File: config.mk
export PLATFORM = sky130hd
export DESIGN_NAME = clk_div_ratio_monitor
export DESIGN_NICKNAME = d
export VERILOG_FILES = /design/src/rtl/clk_div_ratio_monitor.sv
export SDC_FILE = /design/constraint.sdc
export NUM_CORES = 1
export LEC_CHECK = 0
export CORE_MARGIN = 10
export CORE_UTILIZATION = 34
export CTS_CLUSTER_SIZE = 10
export DETAILED_ROUTE_END_ITERATION = 6
export GPL_TIMING_DRIVEN = 0
export PLACE_DENSITY = 0.58
export SYNTH_ARGS = -nofsm -noshare
export SYNTH_HDL_FRONTEND = slang
export SYNTH_SLANG_ARGS = --single-unit
File: constraint.sdc
create_clock -name clk -period 2.4 [get_ports clk]
set_clock_uncertainty 0.1 [all_clocks]
set_input_delay 0.72 -clock clk [delete_from_list [all_inputs] [get_ports clk]]
set_output_delay 0.72 -clock clk [all_outputs]
set_load 0.05 [all_outputs]
File: src/rtl/clk_div_ratio_monitor.sv
// clk_div_ratio_monitor
//   Consumer-side checker for a divided clock. div_clk is synchronised into the
//   clk domain and every rising edge closes a period measurement in clk cycles.
//   Lock is declared after LOCK_CNT consecutive in-tolerance periods. A period
//   that is out of tolerance pulses ratio_err. A divider that stops toggling
//   pulses timeout once.
//
// Ports
//   clk         in   1  source clock, posedge
//   rst         in   1  asynchronous, active-high reset
//   div_clk     in   1  divided clock under test (asynchronous)
//   period      out  W  last measured period, valid with period_vld
//   period_vld  out  1  one-cycle pulse, new period measurement
//   locked      out  1  level, ratio stable and within tolerance
//   ratio_err   out  1  one-cycle pulse, measured period out of tolerance
//   timeout     out  1  one-cycle pulse, no rise within 2*DIV clk cycles
//
// FSM states
//   state   | meaning
//   IDLE    | no reference edge yet; the next rise only starts a measurement
//   ACQUIRE | measuring, counting consecutive good periods toward lock
//   LOCKED  | ratio confirmed; any bad period or stall drops lock
module clk_div_ratio_monitor #(
  parameter int DIV      = 4,
  parameter int TOL      = 0,
  parameter int LOCK_CNT = 3,
  localparam int W       = $clog2(2*DIV+1)
) (
  input  logic         clk,
  input  logic         rst,
  input  logic         div_clk,
  output logic [W-1:0] period,
  output logic         period_vld,
  output logic         locked,
  output logic         ratio_err,
  output logic         timeout
);

  localparam int GW = $clog2(LOCK_CNT+1);

  localparam logic [W-1:0]  CNT_ONE   = W'(1);
  localparam logic [W-1:0]  CNT_MAX   = '1;
  localparam logic [W-1:0]  TO_VAL    = W'(2*DIV);
  localparam logic [W:0]    DIV_X     = (W+1)'(DIV);
  localparam logic [W:0]    TOL_X     = (W+1)'(TOL);
  localparam logic [GW-1:0] LOCK_LAST = GW'(LOCK_CNT-1);

  typedef enum logic [1:0] {
    IDLE    = 2'd0,
    ACQUIRE = 2'd1,
    LOCKED  = 2'd2
  } state_t;

  state_t        state_q, state_d;
  logic [GW-1:0] good_cnt_q, good_cnt_d;
  logic          s1, s2, s3;
  logic          rise;
  logic [W-1:0]  cnt;
  logic [W:0]    diff;
  logic          good;

  logic [W-1:0]  period_d;
  logic          period_vld_d, locked_d, ratio_err_d, timeout_d;

  always_ff @(posedge clk or posedge rst) begin
    if (rst) begin
      s1 <= 1'b0;
      s2 <= 1'b0;
      s3 <= 1'b0;
    end else begin
      s1 <= div_clk;
      s2 <= s1;
      s3 <= s2;
    end
  end

  assign rise = s2 & ~s3;

  // Saturating counter so a long stall cannot wrap around and look like a
  // plausible period.
  always_ff @(posedge clk or posedge rst) begin
    if (rst) begin
      cnt <= '0;
    end else if (rise) begin
      cnt <= CNT_ONE;
    end else if (cnt != CNT_MAX) begin
      cnt <= cnt + 1'b1;
    end
  end

  // Absolute deviation computed one bit wider so neither branch can wrap.
  always_comb begin
    if ({1'b0, cnt} >= DIV_X) begin
      diff = {1'b0, cnt} - DIV_X;
    end else begin
      diff = DIV_X - {1'b0, cnt};
    end
    good = (diff <= TOL_X);
  end

  always_comb begin
    state_d      = state_q;
    good_cnt_d   = good_cnt_q;
    period_d     = period;
    period_vld_d = 1'b0;
    locked_d     = locked;
    ratio_err_d  = 1'b0;
    timeout_d    = 1'b0;

    case (state_q)
      IDLE: begin
        if (rise) begin
          state_d    = ACQUIRE;
          good_cnt_d = '0;
        end
      end

      ACQUIRE: begin
        // A rise always takes priority over the timeout compare.
        if (rise) begin
          period_d     = cnt;
          period_vld_d = 1'b1;
          if (good) begin
            good_cnt_d = good_cnt_q + 1'b1;
            if (good_cnt_q == LOCK_LAST) begin
              state_d  = LOCKED;
              locked_d = 1'b1;
            end
          end else begin
            ratio_err_d = 1'b1;
            good_cnt_d  = '0;
          end
        end else if (cnt == TO_VAL) begin
          timeout_d = 1'b1;
          state_d   = IDLE;
        end
      end

      LOCKED: begin
        if (rise) begin
          period_d     = cnt;
          period_vld_d = 1'b1;
          if (!good) begin
            ratio_err_d = 1'b1;
            locked_d    = 1'b0;
            good_cnt_d  = '0;
            state_d     = ACQUIRE;
          end
        end else if (cnt == TO_VAL) begin
          timeout_d = 1'b1;
          locked_d  = 1'b0;
          state_d   = IDLE;
        end
      end

      default: begin
        state_d    = IDLE;
        good_cnt_d = '0;
        locked_d   = 1'b0;
      end
    endcase
  end

  always_ff @(posedge clk or posedge rst) begin
    if (rst) begin
      state_q    <= IDLE;
      good_cnt_q <= '0;
      period     <= '0;
      period_vld <= 1'b0;
      locked     <= 1'b0;
      ratio_err  <= 1'b0;
      timeout    <= 1'b0;
    end else begin
      state_q    <= state_d;
      good_cnt_q <= good_cnt_d;
      period     <= period_d;
      period_vld <= period_vld_d;
      locked     <= locked_d;
      ratio_err  <= ratio_err_d;
      timeout    <= timeout_d;
    end
  end

endmodule

==> results.json, run 1 <==
{
  "wl_per_cell_um": 13.1,
  "route.detailed.drc": 0,
  "port-buffer-count": 10,
  "drv_slew": 0,
  "numCtsBuffers": 3,
  "share_comb_of_total_power": 0.461,
  "slowest_delay_ns": 0.81,
  "avgSynthCellArea_um2": 10.5,
  "firstDrtPassIters": 4,
  "drive_gt1_frac": 0.0686,
  "vias_per_cell": 5.23,
  "p_switching_uw": 512,
  "cts_resized": 0,
  "grt_max_degree": 20,
  "cts-root-buf": "clkbuf_4",
  "min_path_cells": 0,
  "die-area_um2": 5210,
  "dpl.hpwl_um": 1310,
  "required_ns": 1.58,
  "clock_path_buffers": 2,
  "timing.fmax_ghz": 0.435,
  "hold_start": "s1",
  "syn-num-nets": 99,
  "routed_wl_um": 1740,
  "p_int_uw": 667,
  "vdd_drop_max_mv": 0.561,
  "setup_viol": 0,
  "fin_nets": 114,
  "seq_power_share": 0.399,
  "synth_area_um2": 925,
  "rsz0062_at_grt": "no",
  "yosys_warnings": 0,
  "synth_edf_count": 0,
  "reg2reg_to": "state_q[0]",
  "first_iter_violations": 30,
  "async_flop_share": 1.00,
  "fin_crit_sh": 0.957,
  "die_y_um": 72.2,
  "switching_share": 0.434,
  "cts_max_level": 1,
  "grt_pass1_wl_um": 3130,
  "grt_pass1_vias": 713,
  "dpl_worst_slack_ns": 0.306,
  "fin_tns_setup_ns": 0,
  "hold_path_class": "reg2reg",
  "clock-sinks": 19,
  "cp_top_family": "buffers and inverters",
  "regToRegSetupSlack_ns": 0.31,
  "place_area_um2": 1060,
  "relSlewSlack": 0.510,
  "final_area_um2": 1090,
  "postCtsSetupBuffers": 0,
  "worst-path-buf-inv": 1,
  "track_usage": 0.0733,
  "start_util": 0.363,
  "timing_worst_setup_path_type": "reg2out",
  "drv_cap": 0,
  "vias": 691,
  "reg2regPathDepth": 7,
  "worst_slack_ns": 0.103,
  "timing.rr.start": "cnt[0]",
  "num_antenna_cells": 0,
  "netlist_instances": 88,
  "total_power_mw": 1.18,
  "ys_ff_latch": 19,
  "ant_nets": 0,
  "rows": 18,
  "outcome": "finished, final reports clean",
  "clk_latency_ns": 0.30,
  "cp_max_fo": 2,
  "layout_common_cells": "19 x dfrtp_1, 11 x nand2_1, 10 x clkdlybuf4s50_1, 9 x inv_1, 8 x ha_1",
  "cts.clk_slew.worst_paths_ns": 0.12,
  "gr-total-overflow": 0,
  "worstMarginPinSlew_ns": 0.734,
  "syn_to_final_growth_pct": 17.9,
  "ctsHoldBuffers": 0,
  "arrival_ns": 1.48,
  "io_pins": 11,
  "power.leakage_nw": 0.525,
  "dieWidth_um": 72.2,
  "final_common_cell": "dfrtp_1",
  "min_period_ns": 2.30,
  "ys.flop_type": "dfrtp_1",
  "antenna_found_initial": 0,
  "gp_congestion": 0.771,
  "cp-start-kind": "register",
  "pwr-share-clk": 0.141,
  "cts_tree": "built",
  "worstPathCellList": "clkdlybuf4s50_1",
  "critPathLaunch": "locked",
  "ys_types": 29,
  "worstSetupEndpoint": "locked",
  "p_per_area_nw_per_um2": 1080,
  "core-area_um2": 2540,
  "yosysSeqAreaShare": 0.514,
  "cp_slowest_cell": "clkdlybuf4s50_1",
  "path_depth": 1,
  "hold_viol": 0,
  "cp-end-kind": "primary output"
}
## worst min-delay path by stage
stage	slack (ns)	endpoint
final	0.26	s2
after global routing	0.29	s2
after CTS	0.27	s2
after detailed placement	0.24	s2
after global placement	0.24	s2
after floorplan	0.23	s2
## cell usage after synthesis, types with 2 or more instances
cell type	n	area share
a211oi_1	2	0.016
a21oi_1	2	0.011
a31oi_1	2	0.014
a32o_1	2	0.022
dfrtp_1	19	0.51
ha_1	8	0.11
inv_1	9	0.037
mux2_2	2	0.024
nand2_1	11	0.045
nand2b_1	3	0.020
nand3_1	2	0.011
nor2_1	5	0.020
o21ai_0	2	0.011
o21ai_1	4	0.022
## routing by layer
layer	up-vias	track usage	routed length (um)
met1	340	0.0811	773
met5	-	0	0
met3	2	0.0231	76
met4	0	0.0323	13
met2	15	0.125	871
li1	334	-	-
## area by class of cell
class,instances,area (um2)
Clock buffer,3,22.5
Sequential cell,19,475
Tap cell,30,37.5
Multi-Input combinational cell,59,412
Fill cell,256,1460
Clock inverter,1,5.00
Buffer,1,3.75
Timing Repair Buffer,10,100
Inverter,9,33.8
## power by group through the flow
stage / sequential [mW] / combinational [mW] / clock, mW
after global routing: 0.486 / 0.602 / 0.191
after global placement: 0.475 / 0.537 / 0
after floorplan: 0.595 / 0.273 / 0
after detailed placement: 0.478 / 0.546 / 0
after CTS: 0.471 / 0.549 / 0.175
final: 0.470 / 0.544 / 0.166
## logic make-up (layout without fill, tap and decap cells)
logic type                 count (synthesis)  in the layout  synth area share
muxes                                      3              3            0.0352
DFF                                       19             19             0.514
buffers and inverters                     10             24            0.0406
adders and majority gates                  8              8             0.108
AOI/OAI and AO/OA                         20             20             0.150
xor gates and xnor gates                   1              1           0.00947
and+or+nand+nor                           27             27             0.142
## flip-flops by register name, indices dropped and copies added (netlist names)
signal,cells
period,4
period_vld,1
locked,1
state_q,2
good_cnt_q,2
s3,1
cnt,4
s2,1
timeout,1
ratio_err,1
s1,1
## stage by stage
| stage | utilization | cells | hold WS, ns |
|---|---|---|---|
| floorplan | - | 88 | 0.231 |
| global placement | 0.417 | 128 | 0.242 |
| detailed placement | 0.417 | 128 | 0.239 |
| CTS | 0.428 | 132 | 0.265 |
| global route | 0.428 | 132 | 0.294 |
| finish | 0.428 | 132 | 0.263 |
## worst register-to-register path, cell delays in order, from the launching register on
cell     delay (ns)
dfrtp_1        0.42
inv_1          0.10
ha_1           0.19
nor2b_2        0.17
or3b_1         0.37
a221o_1        0.34
a22oi_1        0.18
o22ai_1        0.11
Note: power is estimated with default switching activity, not from simulation.
==> run 2: changes to the inputs <==
- CELL_PAD_IN_SITES_DETAIL_PLACEMENT: not set -> 0
- CELL_PAD_IN_SITES_GLOBAL_PLACEMENT: not set -> 1
- PLACE_DENSITY: 0.58 -> 0.63
==> results.json, run 2 (synthesis results as in run 1) <==
{
  "power.leakage_nw": 0.525,
  "clock_path_buffers": 2,
  "seq_power_share": 0.402,
  "drv_cap": 0,
  "timing.rr.start": "cnt[0]",
  "pwr-share-clk": 0.136,
  "reg_top3": "cnt (4), period (4)",
  "fin_nets": 114,
  "worstPathCellList": "clkdlybuf4s50_1",
  "grt_pass1_vias": 656,
  "vdd_drop_max_mv": 0.700,
  "cp_max_fo": 2,
  "hold_path_class": "reg2reg",
  "rsz0062_at_grt": "no",
  "worst_slack_ns": 0.123,
  "arrival_ns": 1.46,
  "track_usage": 0.0695,
  "share_comb_of_total_power": 0.463,
  "rows": 18,
  "vias": 652,
  "fin_tns_setup_ns": 0,
  "io_pins": 11,
  "fin_crit_sh": 0.949,
  "cp-start-kind": "register",
  "worst-path-buf-inv": 1,
  "dpl.hpwl_um": 1290,
  "clock-sinks": 19,
  "postCtsSetupBuffers": 0,
  "drv_slew": 0,
  "min_period_ns": 2.28,
  "cts_tree": "built",
  "ant_nets": 0,
  "cp_top_family": "buffers and inverters",
  "cts_resized": 0,
  "die-area_um2": 5210,
  "grt_pass1_wl_um": 2970,
  "start_util": 0.363,
  "cts.clk_slew.worst_paths_ns": 0.11,
  "cts_max_level": 1,
  "outcome": "finished, final reports clean",
  "clk_latency_ns": 0.29,
  "relSlewSlack": 0.518,
  "ctsHoldBuffers": 0,
  "antenna_found_initial": 0,
  "numCtsBuffers": 3,
  "timing.fmax_ghz": 0.439,
  "port-buffer-count": 10,
  "switching_share": 0.429,
  "cp-end-kind": "primary output",
  "slowest_delay_ns": 0.81,
  "firstDrtPassIters": 4,
  "required_ns": 1.58,
  "num_antenna_cells": 0,
  "syn_to_final_growth_pct": 17.9,
  "grt_max_degree": 20,
  "wl_per_cell_um": 12.6,
  "timing_worst_setup_path_type": "reg2out",
  "die_y_um": 72.2,
  "p_int_uw": 667,
  "cts-root-buf": "clkbuf_4",
  "vias_per_cell": 4.94,
  "gr-total-overflow": 0,
  "cp_slowest_cell": "clkdlybuf4s50_1",
  "critPathLaunch": "period[3]",
  "first_iter_violations": 19,
  "setup_viol": 0,
  "p_switching_uw": 501,
  "layout_common_cells": "19 x dfrtp_1, 11 x nand2_1, 10 x clkdlybuf4s50_1, 9 x inv_1, 8 x ha_1",
  "hold_start": "s1",
  "dpl_worst_slack_ns": 0.317,
  "drive_gt1_frac": 0.0686,
  "core-area_um2": 2540,
  "worstMarginPinSlew_ns": 0.722,
  "hold_viol": 0,
  "gp_congestion": 0.788,
  "dieWidth_um": 72.2,
  "route.detailed.drc": 0,
  "final_common_cell": "dfrtp_1",
  "routed_wl_um": 1670,
  "p_per_area_nw_per_um2": 1070
}
## run 2: area by class of cell
cell class                      count  area (um2)
Sequential cell                    19         475
Timing Repair Buffer               10         100
Multi-Input combinational cell     59         412
Tap cell                           30        37.5
Clock buffer                        3        22.5
Clock inverter                      1        5.00
Buffer                              1        3.75
Fill cell                         257        1460
Inverter                            9        33.8
## run 2: worst paths after layout
check                              to  slack (ns)  depth (start not counted)
hold / removal                     s2        0.28                          0
setup reg to reg           state_q[0]        0.30                          7
min in group asynchronous      cnt[1]        0.73                          2
max in group asynchronous     timeout        1.01                          2
setup / recovery            period[3]        0.12                          1
hold reg to reg                    s2        0.28                          0
## run 2: power groups by stage
stage	registers [mW]	clock network, mW	logic [mW]
2_1_floorplan	0.595	0	0.273
3_3_place_gp	0.477	0	0.547
3_5_place_dp	0.478	0	0.549
4_1_cts	0.471	0.169	0.549
5_1_grt	0.486	0.182	0.604
6_report	0.469	0.158	0.540
## run 2: stage by stage
step	power, mW	cell area (um2)	hold WS, ns	util	cells
2_1_floorplan	0.868	925	0.231	-	88
3_3_place_gp	1.02	1060	0.244	0.417	128
3_5_place_dp	1.03	1060	0.242	0.417	128
4_1_cts	1.19	1090	0.281	0.428	132
5_1_grt	1.27	1090	0.296	0.428	132
6_report	1.17	1090	0.275	0.428	132
## run 2: per-layer routing
| metal | vias to the layer above | part of all wire | global-route usage |
|---|---|---|---|
| met1 | 306 | 0.49 | 0.0870 |
| met3 | 4 | 0.027 | 0.0177 |
| met5 | - | 0 | 0 |
| li1 | 335 | - | - |
| met2 | 7 | 0.46 | 0.108 |
| met4 | 0 | 0.017 | 0.0344 |
